===== src/rtl/po_clk_div.sv =====
// Clock divider: produces clk2 with a period of 2*DIV_HALF clk cycles, and a ready
// flag rr that asserts on the RR_DELAY-th clk2 rise. With PO_RR_PULSE_EN, rr is a one-cycle pulse.
module po_clk_div #(
  parameter int unsigned DIV_HALF = 4,
  parameter int unsigned RR_DELAY = 16
) (
  input  logic clk,
  input  logic rst,
  output logic clk2,
  output logic rr
);

  localparam int unsigned CW = (DIV_HALF > 1) ? $clog2(DIV_HALF) : 1;
  localparam int unsigned NW = $clog2(RR_DELAY + 1);

  localparam logic [CW-1:0] CNT_MAX  = CW'(DIV_HALF - 1);
  localparam logic [NW-1:0] RISE_MAX = NW'(RR_DELAY);
  localparam logic [NW-1:0] RISE_PRE = NW'(RR_DELAY - 1);

  logic [CW-1:0] cnt_q, cnt_d;
  logic [NW-1:0] nrise_q, nrise_d;
  logic          clk2_q, clk2_d;
  logic          rr_q, rr_d;
  logic          wrap, rise, hit;

  always_comb begin
    wrap    = (cnt_q == CNT_MAX);
    rise    = wrap && !clk2_q;
    // The edge that completes the final counted rise is the only edge that raises rr.
    hit     = rise && (nrise_q == RISE_PRE);
    cnt_d   = wrap ? '0 : cnt_q + 1'b1;
    clk2_d  = wrap ? ~clk2_q : clk2_q;
    nrise_d = nrise_q;
    if (rise && (nrise_q < RISE_MAX)) nrise_d = nrise_q + 1'b1;
`ifdef PO_RR_PULSE_EN
    rr_d    = hit;
`else
    rr_d    = rr_q | hit;
`endif
  end

  always_ff @(posedge clk) begin
    if (rst) begin
      cnt_q   <= '0;
      clk2_q  <= 1'b0;
      nrise_q <= '0;
      rr_q    <= 1'b0;
    end else begin
      cnt_q   <= cnt_d;
      clk2_q  <= clk2_d;
      nrise_q <= nrise_d;
      rr_q    <= rr_d;
    end
  end

  assign clk2 = clk2_q;
  assign rr   = rr_q;

endmodule


===== config.mk =====
export PLATFORM = sky130hd
export DESIGN_NAME = po_clk_div
export DESIGN_NICKNAME = d
export VERILOG_FILES = /design/src/rtl/po_clk_div.sv
export SDC_FILE = /design/constraint.sdc
export NUM_CORES = 1
export LEC_CHECK = 0
export CAP_MARGIN = 10
export CORE_MARGIN = 3
export CORE_UTILIZATION = 27
export DETAILED_ROUTE_END_ITERATION = 10
export GPL_TIMING_DRIVEN = 0
export PLACE_DENSITY = 0.45
export SYNTH_ARGS = -nofsm -noshare
export SYNTH_HDL_FRONTEND = slang
export SYNTH_SLANG_ARGS = --single-unit
export TNS_END_PERCENT = 1

===== constraint.sdc =====
create_clock -name clk -period 1.9 [get_ports clk]
set_input_delay 0.38 -clock clk [delete_from_list [all_inputs] [get_ports clk]]
set_output_delay 0.38 -clock clk [all_outputs]
set_load 0.05 [all_outputs]

# Word-level counts from Yosys, hierarchy flattened
# Index checks and enable logic that the tools add are counted.
totals:
  regBits: 9
  in_bits: 2
  elab_cells: 16
classes:
  add_sub_neg: 2
  order_cmp: 1
  n_eq_ne: 2
  bitwise_logic: 2
  reduce_logical: 5
ops:
  columns: ["operator", "n"]
  rows:
  - ["adder 5 x 1 -> 5 bit, second input constant", 1]
  - ["== test 5 x 4 -> 1 bit, second input constant", 1]
  - ["less-than comparator 5 bit, second input constant", 1]
  - ["logical AND 1 bit", 3]
  - ["adder 2 x 1 -> 2 bit, second input constant", 1]
  - ["== test 2 bit, second input constant", 1]
  - ["OR reduction 2 bit", 1]
  - ["zero test 1 bit", 1]
  - ["inverter 1 bit", 1]
  - ["OR 1 bit", 1]

# Logic depth before layout (Yosys ltp)
# Gate-level depths: netlist of run 1.
depth:
  ltp_word: 4
  depth_mapped: 6

# Worst setup path before layout of run 1
# OpenSTA, ideal clock, no wires.
synth_timing:
  path_kind: "register -> register"
  startpoint: "register clk2_q, in the netlist clk2"
  endpoint: "register nrise_q[3]"
  t_arrival_ns: 1.250
  required_time_ns: 1.777
  path_slack_ns: 0.527
  stages_incl_launch_ff: 4
  n_path_buf: 0
  synth_period_minus_slack_ns: 1.373
  cell_sequence: "dfxtp_1 nor3b_4 nand4_1 mux2_1"
synth_between:
  elab_chain_cells: 3
synth_lines:
  columns: ["item", "line", "source"]
  rows:
  - ["from (decl)", "22", "logic clk2_q, clk2_d;"]
  - ["from (signal assigned)", "50", "clk2_q <= clk2_d;"]
  - ["zero test 1 bit", "28", "rise = wrap && !clk2_q;"]
  - ["logical AND 1 bit", "28", null]
  - ["logical AND 1 bit", "34", "if (rise && (nrise_q < RISE_MAX)) nrise_d = nrise_q + 1'b1;"]
  - ["to (signal assigned)", "51", "nrise_q <= nrise_d;"]
  - ["to (decl)", "21", "logic [NW-1:0] nrise_q, nrise_d;"]
# Every way passes these cells.
# A chain may end at the register's enable or synchronous reset.

# Worst setup path in the final report of run 1
layout_timing:
  startpoint: "register rr_q, in the netlist rr"
  endpoint: "output port rr"
layout_rtl:
  columns: ["item", "line", "source"]
  rows:
  - ["from (decl)", "23", "logic rr_q, rr_d;"]
  - ["from (signal assigned)", "52", "rr_q <= rr_d;"]
  - ["to (decl)", "10", "output logic rr"]
# No word-level cell between the ends.

==> reports/results.tsv, run 1 <==
stage	metric	value	unit
yosys	syn_area_per_cell	10.2	um^2
status	outcome	finished clean	
worst_setup_path	crit_path_max_fanout	2	
detailed_routing	post_drt_wl_per_cell	9.77	um
die	row_count	12	
worst_setup_path	slowest_delay	800	ps
grt	antenna_found_initial	0	
sta	tightest_slew	488	ps
die	floorplan.io_pins	4	
power	leakage	0.000181	uW
worst_setup_path	end_kind	output port	
detailed_routing	drtPass1Iterations	2	
detailed_routing	vias	267	
die	die_area	1890	um^2
die	fp.dieW	43.5	um
clocking	cts.sinks	9	
worst_setup_path	path_cells	clkdlybuf4s50_1	
sta	maxSlewHeadroom	67.4	%
detailed_routing	wl	557	um
worst_hold_path	hp-class	register to register	
power	vdd_drop_max	0.431	mV
die	core_area	1200	um^2
sta	period_share	92.7	%
cells_and_area	fin_area	442	um^2
sta	finalHoldViolCount	0	
grt	grt_overflow	0	
cells_and_area	syn_to_final_growth	16.5	%
detailed_routing	via_per_inst	4.68	
clocking	post-cts-setup-buffers	0	
place	postPlaceCellArea	417	um^2
yosys	syn-num-nets	42	
worst_setup_path	crit_required	1520	ps
cells_and_area	nFillCells	135	
die	start_util	31.6	%
sta	drv_slew	0	
clocking	max-clock-path-buffers	2	
yosys	ys_types	18	
worst_setup_path	critPathBufInv	1	
yosys	synth_warnings	0	
yosys	syn-cell-area	379	um^2
sta	finClkSkew	6.78	ps
detailed_routing	drt.antenna.violating_nets	0	
place	routabilityCongestion	0.657	
sta	setup_tns	0	ps
worst_setup_path	critPathTopFamily	buffers and inverters	
yosys	ys_seq_area_share	47.5	%
worst_setup_path	path_class	register to output port	
grt	grt_max_degree	11	
detailed_routing	drt_iter0_drc	1	
yosys	synth_cells	37	
cells_and_area	drive_gt1_share	9.30	%
cells_and_area	n_antenna_cell	0	
sta	setup_violations	0	
place	hpwl	431	um
clocking	cts_buffers	3	
grt	grt_pass1_vias	268	
detailed_routing	drc	0	
cells_and_area	layout.nets	49	
clocking	htree_levels	1	
worst_setup_path	cp.arrival	1380	ps
sta	post-route-min-period	1760	ps
worst_setup_path	cp_slowest_cell	clkdlybuf4s50_1	
worst_setup_path	cp-start-kind	register	
grt	grt_use_total	8.77	%
sta	max_freq	568	MHz
clocking	clock_latency	260	ps
power	power_density	872	nW/um^2
yosys	ys_ff_latch	9	
clocking	root_buffer	clkbuf_4	
grt	grt_pass1_wl	1130	um
sta	rsz0062_at_grt	no	
clocking	cts_tree	yes	
place	io_buffers	2	
clocking	clk_pin_slew_worst_paths	60	ps
run	drv_cap	0	
die	die_h	43.5	um
==> logic make-up after synthesis <==
| kind of cell | share of synthesized area [%] |
|---|---|
| AOI/OAI and AO/OA | 2.97 |
| buffers and inverters | 3.96 |
| muxes | 5.61 |
| adders and majority gates | 9.90 |
| and+or+nand+nor | 23.1 |
| xor gates and xnor gates | 6.93 |
| DFF | 47.5 |
==> synthesized netlist by cell type, drive strengths merged <==
library cell,instances,area (um^2)
mux2,1,11.3
nor4bb,1,10.0
nand4,1,6.26
nor3b,2,26.3
nand3,1,5.00
dfxtp,9,180
nor2b,1,6.26
nor3,1,5.00
clkbuf,1,3.75
mux2i,1,10.0
xnor2,3,26.3
ha,3,37.5
a31oi,1,6.26
and3,1,6.26
inv,3,11.3
nor2,6,22.5
a21oi,1,5.00
==> power breakdown <==
group          switching (uW)  internal [uW]
registers                7.16            198
clock network            64.9           80.8
logic                    18.9           15.6
==> stage by stage <==
stage | setup WS (ps) | util [%] | hold slack, ps | cells | total power (uW)
after floorplan | 527 | - | 404 | 37 | 237
after global placement | 228 | 34.7 | 411 | 53 | 244
after detailed placement | 218 | 34.7 | 423 | 53 | 246
after CTS | 120 | 36.8 | 438 | 57 | 395
after global routing | 75.9 | 36.8 | 462 | 57 | 414
final | 138 | 36.8 | 440 | 57 | 385
==> routing by layer <==
metal	part of all wire (%)	wire, um	track usage, %
met1	44	245	9.38
met2	46	258	11.5
met3	7.7	43	7.47
met4	1.8	10	5.42
met5	0	0	0
==> repair_timing <==
item / CTS / global route
endpoints found under the setup margin: 1 / 0
resized for setup: 1 / 0
hold buffers: 0 / 0
==> cell usage in the layout (no fill, tap or decap), types with 2 or more instances in the layout <==
cell type / n
clkbuf_1: 2
clkbuf_4: 3
xnor2_1: 3
inv_1: 3
dfxtp_1: 9
nor2_1: 6
ha_1: 3
==> layout make-up <==
class / instances / area [um^2] / area share, %
Buffer: 1 / 3.75 / 0.850
Tap cell: 14 / 17.5 / 3.97
Sequential cell: 9 / 180 / 40.8
Multi-Input combinational cell: 24 / 184 / 41.6
Inverter: 3 / 11.3 / 2.55
Clock buffer: 4 / 26.3 / 5.95
Timing Repair Buffer: 2 / 18.8 / 4.25
==> state kept, by name (all words and copies together), names as in the netlist <==
register and count:
clk2 1, nrise_q 5, cnt_q 2, rr 1
==> path summary, 6_finish.rpt <==
path	start	to	slack, ps	depth (start not counted)
setup reg to reg	cnt_q[0]	nrise_q[3]	400	4
hold / removal	cnt_q[0]	cnt_q[0]	440	1
setup / recovery	rr	rr	140	1
hold reg to reg	cnt_q[0]	cnt_q[0]	440	1
Note: power is estimated with default switching activity, not from simulation.
==> run 2, diff against run 1 <==
--- a/config.mk
+++ b/config.mk
@@ -9,6 +9,7 @@
 export CORE_MARGIN = 3
 export CORE_UTILIZATION = 27
 export DETAILED_ROUTE_END_ITERATION = 10
+export GPL_ROUTABILITY_DRIVEN = 0
 export GPL_TIMING_DRIVEN = 0
 export PLACE_DENSITY = 0.45
 export SYNTH_ARGS = -nofsm -noshare
==> results of run 2 <==
No change in the layout: final DEF, timing and power equal those of run 1.
==> run 3, diff against run 2 <==
--- a/config.mk
+++ b/config.mk
@@ -11,6 +11,8 @@
 export DETAILED_ROUTE_END_ITERATION = 10
 export GPL_ROUTABILITY_DRIVEN = 0
 export GPL_TIMING_DRIVEN = 0
+export HOLD_SLACK_MARGIN = 0.1
+export MAX_ROUTING_LAYER = met4
 export PLACE_DENSITY = 0.45
 export SYNTH_ARGS = -nofsm -noshare
 export SYNTH_HDL_FRONTEND = slang
==> reports/results.tsv, run 3 (synthesis gave the netlist of run 1 again) <==
stage	metric	value	unit
cells_and_area	drive_gt1_share	9.30	%
sta	tightest_slew	488	ps
clocking	cts_tree	yes	
die	floorplan.io_pins	4	
power	p_int	294	uW
grt	grt_overflow	0	
die	row_count	12	
cells_and_area	n_antenna_cell	0	
cells_and_area	nFillCells	135	
power	clockPowerShare	37.8	%
clocking	cts_buffers	3	
die	die_area	1890	um^2
sta	max_freq	568	MHz
cells_and_area	largest_register	nrise_q	
worst_hold_path	hp-class	register to register	
sta	maxSlewHeadroom	67.4	%
grt	grt_pass1_wl	1140	um
sta	rsz0062_at_grt	no	
detailed_routing	wl	557	um
detailed_routing	post_drt_wl_per_cell	9.77	um
power	leakage	0.000181	uW
grt	grt_pass1_vias	268	
detailed_routing	vias	267	
clocking	post-cts-setup-buffers	0	
cells_and_area	final_cell_mix	dfxtp_1, nor2_1	
grt	grt_max_degree	11	
cells_and_area	final_common_cell	dfxtp_1	
detailed_routing	drt_iter0_drc	1	
power	vdd_drop_max	0.431	mV
worst_setup_path	crit_path_max_fanout	2	
run	drv_cap	0	
cells_and_area	largest_reg_flops	5	
worst_setup_path	path_class	register to output port	
die	die_h	43.5	um
clocking	clock_latency	260	ps
worst_setup_path	end_kind	output port	
worst_setup_path	path_cells	clkdlybuf4s50_1	
power	p_sw_share	23.6	%
die	start_util	31.6	%
clocking	htree_levels	1	
cells_and_area	layout.nets	49	
worst_setup_path	cp-start-kind	register	
sta	period_share	92.7	%
power	sequentialPowerShare	53.2	%
sta	setup_tns	0	ps
worst_setup_path	crit_required	1520	ps
die	core_area	1200	um^2
worst_setup_path	critPathBufInv	1	
sta	finClkSkew	6.78	ps
worst_setup_path	slowest_delay	800	ps
sta	post-route-min-period	1760	ps
power	p_sw	91.0	uW
sta	finalHoldViolCount	0	
die	fp.dieW	43.5	um
detailed_routing	drt.antenna.violating_nets	0	
clocking	cts.sinks	9	
clocking	clk_pin_slew_worst_paths	60	ps
sta	setup_violations	0	
place	io_buffers	2	
clocking	max-clock-path-buffers	2	
status	outcome	finished clean	
clocking	root_buffer	clkbuf_4	
worst_setup_path	cp.arrival	1380	ps
detailed_routing	drc	0	
detailed_routing	drtPass1Iterations	2	
power	combPwrFrac	9.0	%
grt	grt_use_total	9.04	%
cells_and_area	largestRegisters	nrise_q: 5 flops, cnt_q: 2 flops	
detailed_routing	via_per_inst	4.68	
worst_setup_path	cp_slowest_cell	clkdlybuf4s50_1	
sta	drv_slew	0	
power	power_density	872	nW/um^2
grt	antenna_found_initial	0	
cells_and_area	syn_to_final_growth	16.5	%
worst_setup_path	critPathTopFamily	buffers and inverters	
place	hpwl	431	um
cells_and_area	finish.utilization	36.8	%
==> run 3: cell counts in the layout (fill, tap and decap cells not counted) <==
No cell type changed its count.
==> run 3: layout make-up <==
cell class	instances	area, um^2	share of cell area (%)
plain buffers	1	3.75	0.850
clock buffers	4	26.3	5.95
inverters	3	11.3	2.55
multi-input cells	24	184	41.6
flip-flops and latches	9	180	40.8
well taps	14	17.5	3.97
repair buffers	2	18.8	4.25
==> run 3: per-layer routing <==
layer	track usage [%]	part of all wire, %	up-vias
met5	-	0	-
met4	5.42	1.8	0
met3	7.47	7.7	2
met2	11.5	46	6
met1	9.38	44	121
li1	-	-	138
==> run 3: path summary, 6_finish.rpt <==
check / start / slack, ps / cells after the start / to
max: rr / 140 / 1 / rr
min: cnt_q[0] / 440 / 1 / cnt_q[0]
max reg2reg: cnt_q[0] / 400 / 4 / nrise_q[3]
min reg2reg: cnt_q[0] / 440 / 1 / cnt_q[0]
==> run 3: power by group through the flow <==
stage / combinational [uW] / sequential, uW / clock [uW]
finish: 34.5 / 205 / 146
CTS: 35.5 / 205 / 155
global route: 39.9 / 206 / 168
floorplan: 23.3 / 214 / 0
global placement: 35.0 / 209 / 0
detailed placement: 36.5 / 209 / 0
==> run 3: repair_timing <==
action                                  4_1_cts  5_1_grt
endpoints found under the setup margin        1        0
hold buffers                                  0        0
resized for setup                             1        0
==> run 3: per-stage QoR <==
step	worst slack [ps]	total power (uW)	hold WS [ps]	cell area, um^2	instances
detailed placement	218	246	423	417	53
floorplan	527	237	404	379	37
CTS	120	395	438	442	57
finish	138	385	440	442	57
global placement	228	244	411	417	53
global route	75.9	414	462	442	57
